$ cat src/rtl/mem_arb_pkg.sv
// Shared types and default widths for the memory port arbiter.
// MEM_ARB_ROUND_ROBIN_EN (optional) switches grant selection to round-robin.
package mem_arb_pkg;

    typedef enum logic [1:0] {
        IDLE = 2'd0,
        REQ  = 2'd1,
        WAIT = 2'd2
    } state_t;

    typedef enum logic [1:0] {
        OWN_NONE = 2'd0,
        OWN_IF   = 2'd1,
        OWN_MEM  = 2'd2
    } owner_t;

    localparam int ADDR_W_DEF = 32;
    localparam int DATA_W_DEF = 32;

endpackage

$ cat src/rtl/mem_arb_grant.sv
// Combinational grant select between fetch and data requesters.
// MEM_ARB_ROUND_ROBIN_EN: alternate on contention; otherwise MEM has fixed priority.
module mem_arb_grant
    import mem_arb_pkg::*;
(
    input  logic   if_req,
    input  logic   mem_req,
`ifdef MEM_ARB_ROUND_ROBIN_EN
    input  owner_t last_owner,
`endif
    output owner_t grant
);

    always_comb begin
        grant = OWN_NONE;
        if (if_req && mem_req) begin
`ifdef MEM_ARB_ROUND_ROBIN_EN
            grant = (last_owner == OWN_MEM) ? OWN_IF : OWN_MEM;
`else
            // Data access belongs to the older instruction, so it goes first.
            grant = OWN_MEM;
`endif
        end else if (mem_req) begin
            grant = OWN_MEM;
        end else if (if_req) begin
            grant = OWN_IF;
        end
    end

endmodule

$ cat src/rtl/mem_port_arbiter.sv
// Shares one single-ported memory bus between fetch (IF) and data (MEM) requesters.
// Optional MEM_ARB_ROUND_ROBIN_EN adds a last_owner register for fair contention.
module mem_port_arbiter
    import mem_arb_pkg::*;
#(
    parameter int ADDR_W = ADDR_W_DEF,
    parameter int DATA_W = DATA_W_DEF
) (
    input  logic              clk,
    input  logic              rst,
    input  logic              if_req,
    input  logic [ADDR_W-1:0] if_addr,
    output logic [DATA_W-1:0] if_rdata,
    output logic              if_done,
    output logic              if_stall,
    input  logic              mem_rd_req,
    input  logic              mem_wr_req,
    input  logic [ADDR_W-1:0] mem_addr,
    input  logic [DATA_W-1:0] mem_wdata,
    output logic [DATA_W-1:0] mem_rdata,
    output logic              mem_done,
    output logic              mem_stall,
    output logic              bus_valid,
    output logic              bus_we,
    output logic [ADDR_W-1:0] bus_addr,
    output logic [DATA_W-1:0] bus_wdata,
    input  logic              bus_ready,
    input  logic              bus_rvalid,
    input  logic [DATA_W-1:0] bus_rdata,
    output logic              busy
);

    state_t state, state_n;
    owner_t owner, grant;
    logic   abandoned;
    logic   mem_req;
    logic   owner_req;

    assign mem_req   = mem_rd_req || mem_wr_req;
    assign if_stall  = if_req && !if_done;
    assign mem_stall = mem_req && !mem_done;
    assign busy      = (state != IDLE);
    assign owner_req = (owner == OWN_IF) ? if_req : ((owner == OWN_MEM) ? mem_req : 1'b0);

`ifdef MEM_ARB_ROUND_ROBIN_EN
    owner_t last_owner;
`endif

    // A requester whose done is showing is still holding the finished request; mask it.
    mem_arb_grant u_grant (
        .if_req     (if_req && !if_done),
        .mem_req    (mem_req && !mem_done),
`ifdef MEM_ARB_ROUND_ROBIN_EN
        .last_owner (last_owner),
`endif
        .grant      (grant)
    );

    always_ff @(posedge clk) begin
        if (!rst) begin
            state <= IDLE;
        end else begin
            state <= state_n;
        end
    end

    always_comb begin
        state_n = state;
        case (state)
            IDLE:    if (grant != OWN_NONE) state_n = REQ;
            REQ:     if (bus_ready)         state_n = WAIT;
            WAIT:    if (bus_rvalid)        state_n = IDLE;
            default:                        state_n = IDLE;
        endcase
    end

    always_ff @(posedge clk) begin
        if (!rst) begin
            owner     <= OWN_NONE;
            abandoned <= 1'b0;
            bus_valid <= 1'b0;
            bus_we    <= 1'b0;
            bus_addr  <= '0;
            bus_wdata <= '0;
            if_rdata  <= '0;
            mem_rdata <= '0;
            if_done   <= 1'b0;
            mem_done  <= 1'b0;
`ifdef MEM_ARB_ROUND_ROBIN_EN
            last_owner <= OWN_MEM;
`endif
        end else begin
            if_done  <= 1'b0;
            mem_done <= 1'b0;
            case (state)
                IDLE: begin
                    if (grant != OWN_NONE) begin
                        owner     <= grant;
                        abandoned <= 1'b0;
                        bus_valid <= 1'b1;
                        bus_addr  <= (grant == OWN_MEM) ? mem_addr : if_addr;
                        bus_we    <= (grant == OWN_MEM) && mem_wr_req;
                        bus_wdata <= (grant == OWN_MEM) ? mem_wdata : '0;
`ifdef MEM_ARB_ROUND_ROBIN_EN
                        last_owner <= grant;
`endif
                    end
                end
                REQ: begin
                    if (!owner_req) abandoned <= 1'b1;
                    if (bus_ready)  bus_valid <= 1'b0;
                end
                WAIT: begin
                    // A flushed owner still lets the bus transaction finish, but sees nothing.
                    if (bus_rvalid) begin
                        owner <= OWN_NONE;
                        if (owner_req && !abandoned) begin
                            if (owner == OWN_IF) begin
                                if_rdata <= bus_rdata;
                                if_done  <= 1'b1;
                            end else if (owner == OWN_MEM) begin
                                if (!bus_we) mem_rdata <= bus_rdata;
                                mem_done <= 1'b1;
                            end
                        end
                    end else if (!owner_req) begin
                        abandoned <= 1'b1;
                    end
                end
                default: ;
            endcase
        end
    end

endmodule
$ cat config.mk
export PLATFORM = sky130hd
export DESIGN_NAME = mem_port_arbiter
export DESIGN_NICKNAME = d
export VERILOG_FILES = /design/src/rtl/mem_arb_pkg.sv /design/src/rtl/mem_arb_grant.sv /design/src/rtl/mem_port_arbiter.sv
export SDC_FILE = /design/constraint.sdc
export NUM_CORES = 1
export LEC_CHECK = 0
export CAP_MARGIN = 20
export CORE_MARGIN = 4
export CORE_UTILIZATION = 35
export DETAILED_ROUTE_END_ITERATION = 8
export GPL_TIMING_DRIVEN = 1
export PLACE_DENSITY = 0.71
export SLEW_MARGIN = 10
export SYNTH_ARGS = -nofsm -noshare
export SYNTH_HDL_FRONTEND = slang
export SYNTH_SLANG_ARGS = --single-unit
$ cat constraint.sdc
create_clock -name clk -period 2.1 [get_ports clk]
set_input_delay 0.42 -clock clk [delete_from_list [all_inputs] [get_ports clk]]
set_output_delay 0.42 -clock clk [all_outputs]
set_load 0.05 [all_outputs]
After elaboration in Yosys (flattened, before gate mapping):

Cells that the tools add are included.

* eq/ne operators: 9
* muxes and demuxes: 22
* bitwise operators: 6
* reductions and logical operators: 24

Operators with widths (count)
* $mux W32: 2
* $mux W2: 6
* $reduce_and A3 Y1: 4
* $mux W1: 10
* $ne A2 B2 Y1 const B: 4
* $reduce_and A4 Y1: 2
* $reduce_bool A2 Y1: 4
* $eq A2 B2 Y1 const B: 3
* $not A1 Y1: 6
* $pmux W2 S3: 1
* $reduce_and A6 Y1: 1
* $logic_and A1 B1 Y1: 5
* $reduce_or A5 Y1: 1
* $eq A2 B1 Y1 const B: 2
* $pmux W2 S2: 1
* $logic_not A1 Y1: 3
* $pmux W1 S3: 1
* $reduce_bool A3 Y1: 1
* $logic_not A2 Y1: 1
* $pmux W1 S2: 1
* $reduce_and A2 Y1: 1
* $logic_or A1 B1 Y1: 1

* bits in registers: 137
* input bits: 135
* output and inout bits: 135
* logic and storage cells: 72

Logic depth before layout (Yosys ltp):

Gate-level depths: netlist of the first run.

* depth in word-level cells: 8
* mapped depth: 8
* gate-level depth less buffers: 6

Modules after synthesis:

A second synthesis of the first run with hierarchy kept.

* cell total of the unflattened synthesis: 620
* area, all modules: 5646.7 sq um

Modules (own cells, without submodules)
* mem_port_arbiter: instances 1, cells an instance 618, area each 5636.7 sq um, seq. area each 2742.6 sq um
* mem_arb_grant: instances 1, cells an instance 2, area each 10.0 sq um, seq. area each 0.0 sq um

Worst setup path before layout of the first run:

Ideal clock, no wire load.

* path type: reg2out
* start point: register mem_done
* end point: output port mem_stall
* arrival time: 1.521 ns
* required time: 1.680 ns
* setup slack: 0.159 ns
* cell stages (with the launch flop): 4
* buffers on the path: 1
* cells stage by stage: dfxtp_1 -> o21bai_4 -> inv_2 -> clkbuf_1

* longest elaborated chain between the ends: 2

RTL lines
* from (decl): line mem_port_arbiter.sv:21 `output logic mem_done,`
* from (signal assigned): line mem_port_arbiter.sv:88 `mem_done <= 1'b0;`
* from (signal assigned): line mem_port_arbiter.sv:94 `mem_done <= 1'b0;`
* from (signal assigned): line mem_port_arbiter.sv:123 `mem_done <= 1'b1;`
* $logic_not A1 Y1: line mem_port_arbiter.sv:41 `assign mem_stall = mem_req && !mem_done;`
* $logic_and A1 B1 Y1: line mem_port_arbiter.sv:41
* to (decl): line mem_port_arbiter.sv:22 `output logic mem_stall,`

Every way passes these cells.

Worst setup path in the final report of the first run:

* start point: register bus_addr[0]
* end point: output port bus_addr[0]

RTL lines
* from (decl): line mem_port_arbiter.sv:25 `output logic [ADDR_W-1:0] bus_addr,`
* from (signal assigned): line mem_port_arbiter.sv:101 `bus_addr <= (grant == OWN_MEM) ? mem_addr : if_addr;`

No word-level cell between the ends.

==> results of run 1 <==
-- per-layer routing --
metal  up-vias  GRT usage [%]  share of wire, %
li1       2682              -                 -
met1      2461           23.0                42
met2       203           32.0                47
met3        21           8.70               9.6
met4         0           6.01               1.8
met5         -              0                 0
-- power by group --
part	leakage (nW)	switching (mW)	total [mW]	internal, mW
combinational	1.97	2.70	4.26	1.56
clock	0.306	1.16	3.22	2.06
sequential	1.12	0.227	3.25	3.03
total	3.39	4.08	10.7	6.65
-- per-stage QoR --
stage | power (mW) | cell area (um^2) | setup WS [ps] | hold WS, ps
2_1_floorplan | 5.91 | 5390 | 159 | 461
3_3_place_gp | 7.57 | 8380 | 20.4 | 441
6_report | 10.7 | 9030 | 59.2 | 452
5_1_grt | 11.2 | 9030 | 16.7 | 466
4_1_cts | 10.8 | 9030 | 16.7 | 454
3_5_place_dp | 7.57 | 8380 | 16.7 | 446
-- cells by family (layout without fill, tap and decap cells) --
logic type / Yosys count / in the layout / synth area share, %
flip-flops: 137 / 137 / 50.9
buffers and inverters: 60 / 338 / 5.34
multiplexers: 2 / 2 / 0.372
AND/OR/NAND/NOR: 216 / 216 / 18.2
AO/OA/AOI/OAI: 207 / 207 / 23.8
adder cells (fa/ha/maj): 6 / 6 / 1.39
-- cell usage in the layout (no fill, tap or decap), types with 3 or more instances in the layout --
cell type,n
sky130_fd_sc_hd__a21oi_1,98
sky130_fd_sc_hd__a22oi_1,33
sky130_fd_sc_hd__buf_12,9
sky130_fd_sc_hd__buf_4,23
sky130_fd_sc_hd__bufinv_16,4
sky130_fd_sc_hd__clkbuf_16,17
sky130_fd_sc_hd__clkdlybuf4s50_1,263
sky130_fd_sc_hd__clkinv_4,3
sky130_fd_sc_hd__clkinvlp_4,3
sky130_fd_sc_hd__dfxtp_1,137
sky130_fd_sc_hd__ha_1,6
sky130_fd_sc_hd__inv_1,7
sky130_fd_sc_hd__nand2_1,134
sky130_fd_sc_hd__nand3_1,13
sky130_fd_sc_hd__nand3_2,20
sky130_fd_sc_hd__nor2_1,37
sky130_fd_sc_hd__o21ai_0,35
sky130_fd_sc_hd__o21ai_2,32
sky130_fd_sc_hd__or2_2,3
-- synthesized netlist by cell type (all sizes together) (2+ instances only) --
cell and n:
a21oi 98, a22oi 33, a311oi 2, buf 17
clkbuf 34, dfxtp 137, ha 6, inv 8
mux2i 2, nand2 134, nand3 33, nand3b 2
nor2 39, o21ai 68, o21bai 2, or2 3
-- state kept, by name (all words and copies together), names as in the netlist --
| register | flops |
|---|---|
| if_rdata | 32 |
| owner | 2 |
| state | 2 |
| bus_wdata | 32 |
| if_done | 1 |
| mem_rdata | 32 |
| bus_valid | 1 |
| bus_addr | 32 |
| bus_we | 1 |
| mem_done | 1 |
| abandoned | 1 |
-- cell type report --
cell class | count | share of cell area (%)
clock buffer | 19 | 5.01
sequential | 137 | 30.4
timing repair buffer | 297 | 33.3
clock inverter | 13 | 2.12
multi-input combinational | 431 | 26.2
inverter | 9 | 0.374
tap | 188 | 2.60
-- path summary, 6_finish.rpt --
path	from	to	slack, ps	depth (start not counted)
max	bus_addr[0]	bus_addr[0]	60	1
min	mem_rdata[13]	mem_rdata[13]	450	2
max reg2reg	state[0]	mem_rdata[1]	290	7
min reg2reg	mem_rdata[13]	mem_rdata[13]	450	2
-- what timing repair did --
item,4_1_cts,5_1_grt
gates resized for setup,0,2
hold endpoints to repair,0,0
endpoints found under the setup margin,0,2
==> flow_summary.rst, run 1 <==
.. list-table::
   :header-rows: 1

   * - Metric
     - Value
   * - WL per Instance
     - 15.8 um
   * - Setup Viol. Count Final
     - 0
   * - Fraction of layout cells with a size suffix above 1
     - 13.9%
   * - Synthesized Nets
     - 769
   * - Delay of the slowest cell on the worst path
     - 840 ps
   * - Initial core utilization
     - 35.6%
   * - Leakage power
     - 3.39 nW
   * - CTS tree
     - done
   * - Crit path DAT
     - 1620 ps
   * - Critical Path, Cell by Cell
     - clkdlybuf4s50_1
   * - Grt ovf
     - 0
   * - TritonCTS buffer count
     - 17
   * - Area taken by flip-flops and latches
     - 0.00274 mm^2
   * - PortBufs
     - 269
   * - Post-synthesis area per instance
     - 8.58 um^2
   * - Utilization after layout
     - 59.6%
   * - Clk root buf
     - sky130_fd_sc_hd__clkbuf_16
   * - Count of final hold-check violations
     - 0
   * - Final Instance Count excl. Fillers
     - 1094
   * - Dominant cell type by area after synthesis
     - sky130_fd_sc_hd__dfxtp_1
   * - Actual transition at the worst max-transition pin
     - 556 ps
   * - Total setup buffers inserted after CTS
     - 0
   * - Maximum number of pins on one net before global-route repair
     - 42
   * - Number of distinct library cells after synthesis
     - 34
   * - Vias post-DR
     - 5367
   * - Most used DFF post-synth
     - sky130_fd_sc_hd__dfxtp_1
   * - Result of the run
     - completed
   * - Via count of the first global-routing pass
     - 5292
   * - Die footprint
     - 0.0174 mm^2
   * - Initial antenna violation count
     - 0
   * - Total Nets Final
     - 1034
   * - Final antenna diode count
     - 0
   * - Worst slew slack as a fraction of its limit
     - 62.8%
   * - Synth Cell Area
     - 0.00539 mm^2
   * - Post-detailed-route via-to-cell ratio
     - 4.91
   * - Maximum clock skew at final layout
     - 7.19 ps
   * - Die Y-Extent
     - 132 um
   * - Iteration-0 DRC Markers
     - 269
   * - Cells after Synth
     - 628
   * - Inst Count DP
     - 1062
   * - Number of max-slew violations in the final report
     - 0
   * - Warnings, synthesis
     - 0
   * - Number of synthesized flops with an enable pin
     - 0
   * - Achievable frequency
     - 0.490 GHz
   * - Required time at the worst-slack endpoint
     - 1680 ps
   * - Maximum net fanout on the critical path
     - 2
   * - Wire length of the first global-routing pass
     - 27800 um
   * - Peak supply drop
     - 0.816 mV
   * - Detailed Route WL
     - 17300 um
   * - Count of buffering cells on the critical path with inverters included
     - 1
   * - Number of inserted filler cells in the final layout
     - 1323
   * - Leading cell types by total area after synthesis
     - sky130_fd_sc_hd__dfxtp_1, sky130_fd_sc_hd__nand2_1, sky130_fd_sc_hd__a21oi_1
   * - Number of violations of the max-capacitance limit
     - 0
   * - Half-perimeter wire length of the detailed placement result
     - 12400 um
   * - Post-route fraction of the period consumed by the critical path
     - 97.2%
   * - Kind of path behind the tightest hold check
     - flop to flop
   * - RSZ-0062 raised after global routing
     - no
   * - Area share of the largest cell type after synthesis
     - 50.9%
   * - Clk buf depth
     - 2
   * - CTS hold repair buffers
     - 0
   * - Startpoint type of the worst setup path
     - flop
   * - Count of unresolved DRC violations after routing
     - 0
   * - Final total negative setup slack
     - 0 ps
   * - Standard-cell rows
     - 45
   * - Clock Latency Late Sink
     - 410 ps
   * - Category of cells accounting for the largest share of critical-path delay
     - buffers and inverters
   * - Combined area of the multi-input logic cells
     - 0.00237 mm^2
   * - Total global-route track usage
     - 19.5%
   * - Count of H-tree levels built during CTS
     - 4
   * - ANT nets after route
     - 0
   * - Clock Sinks
     - 137
   * - Boundary pin count
     - 270
   * - Length of the first detailed-routing pass in iterations
     - 4
   * - RD Place Congestion
     - 0.802
   * - Pwr/cell area
     - 1190 mW/mm^2
   * - Standard cell core area
     - 0.0151 mm^2
   * - Area growth from synthesis to layout
     - 67.6%
   * - Sequential cell area fraction in the yosys report
     - 50.9%
   * - Endpoint kind of the worst setup timing path
     - output pin
   * - Minimum clock period after layout
     - 2040 ps
   * - Crit-path slowest cell
     - sky130_fd_sc_hd__clkdlybuf4s50_1
   * - Clock input transition at the sequential cells of the worst setup and hold paths
     - 60 ps
   * - Worst setup path class
     - flop to output pin
   * - Total of flip-flops plus latches after synthesis
     - 137
   * - Fraction of registers with async set or reset after synthesis
     - 0%
   * - Width of the die
     - 132 um
(Power assumes the default switching activity.)
==> inputs of run 2 (changes only) <==
- ABC_CLOCK_PERIOD_IN_PS: unset -> 2100
==> results of run 2 <==
No change in the layout: final DEF, timing and power equal those of run 1.
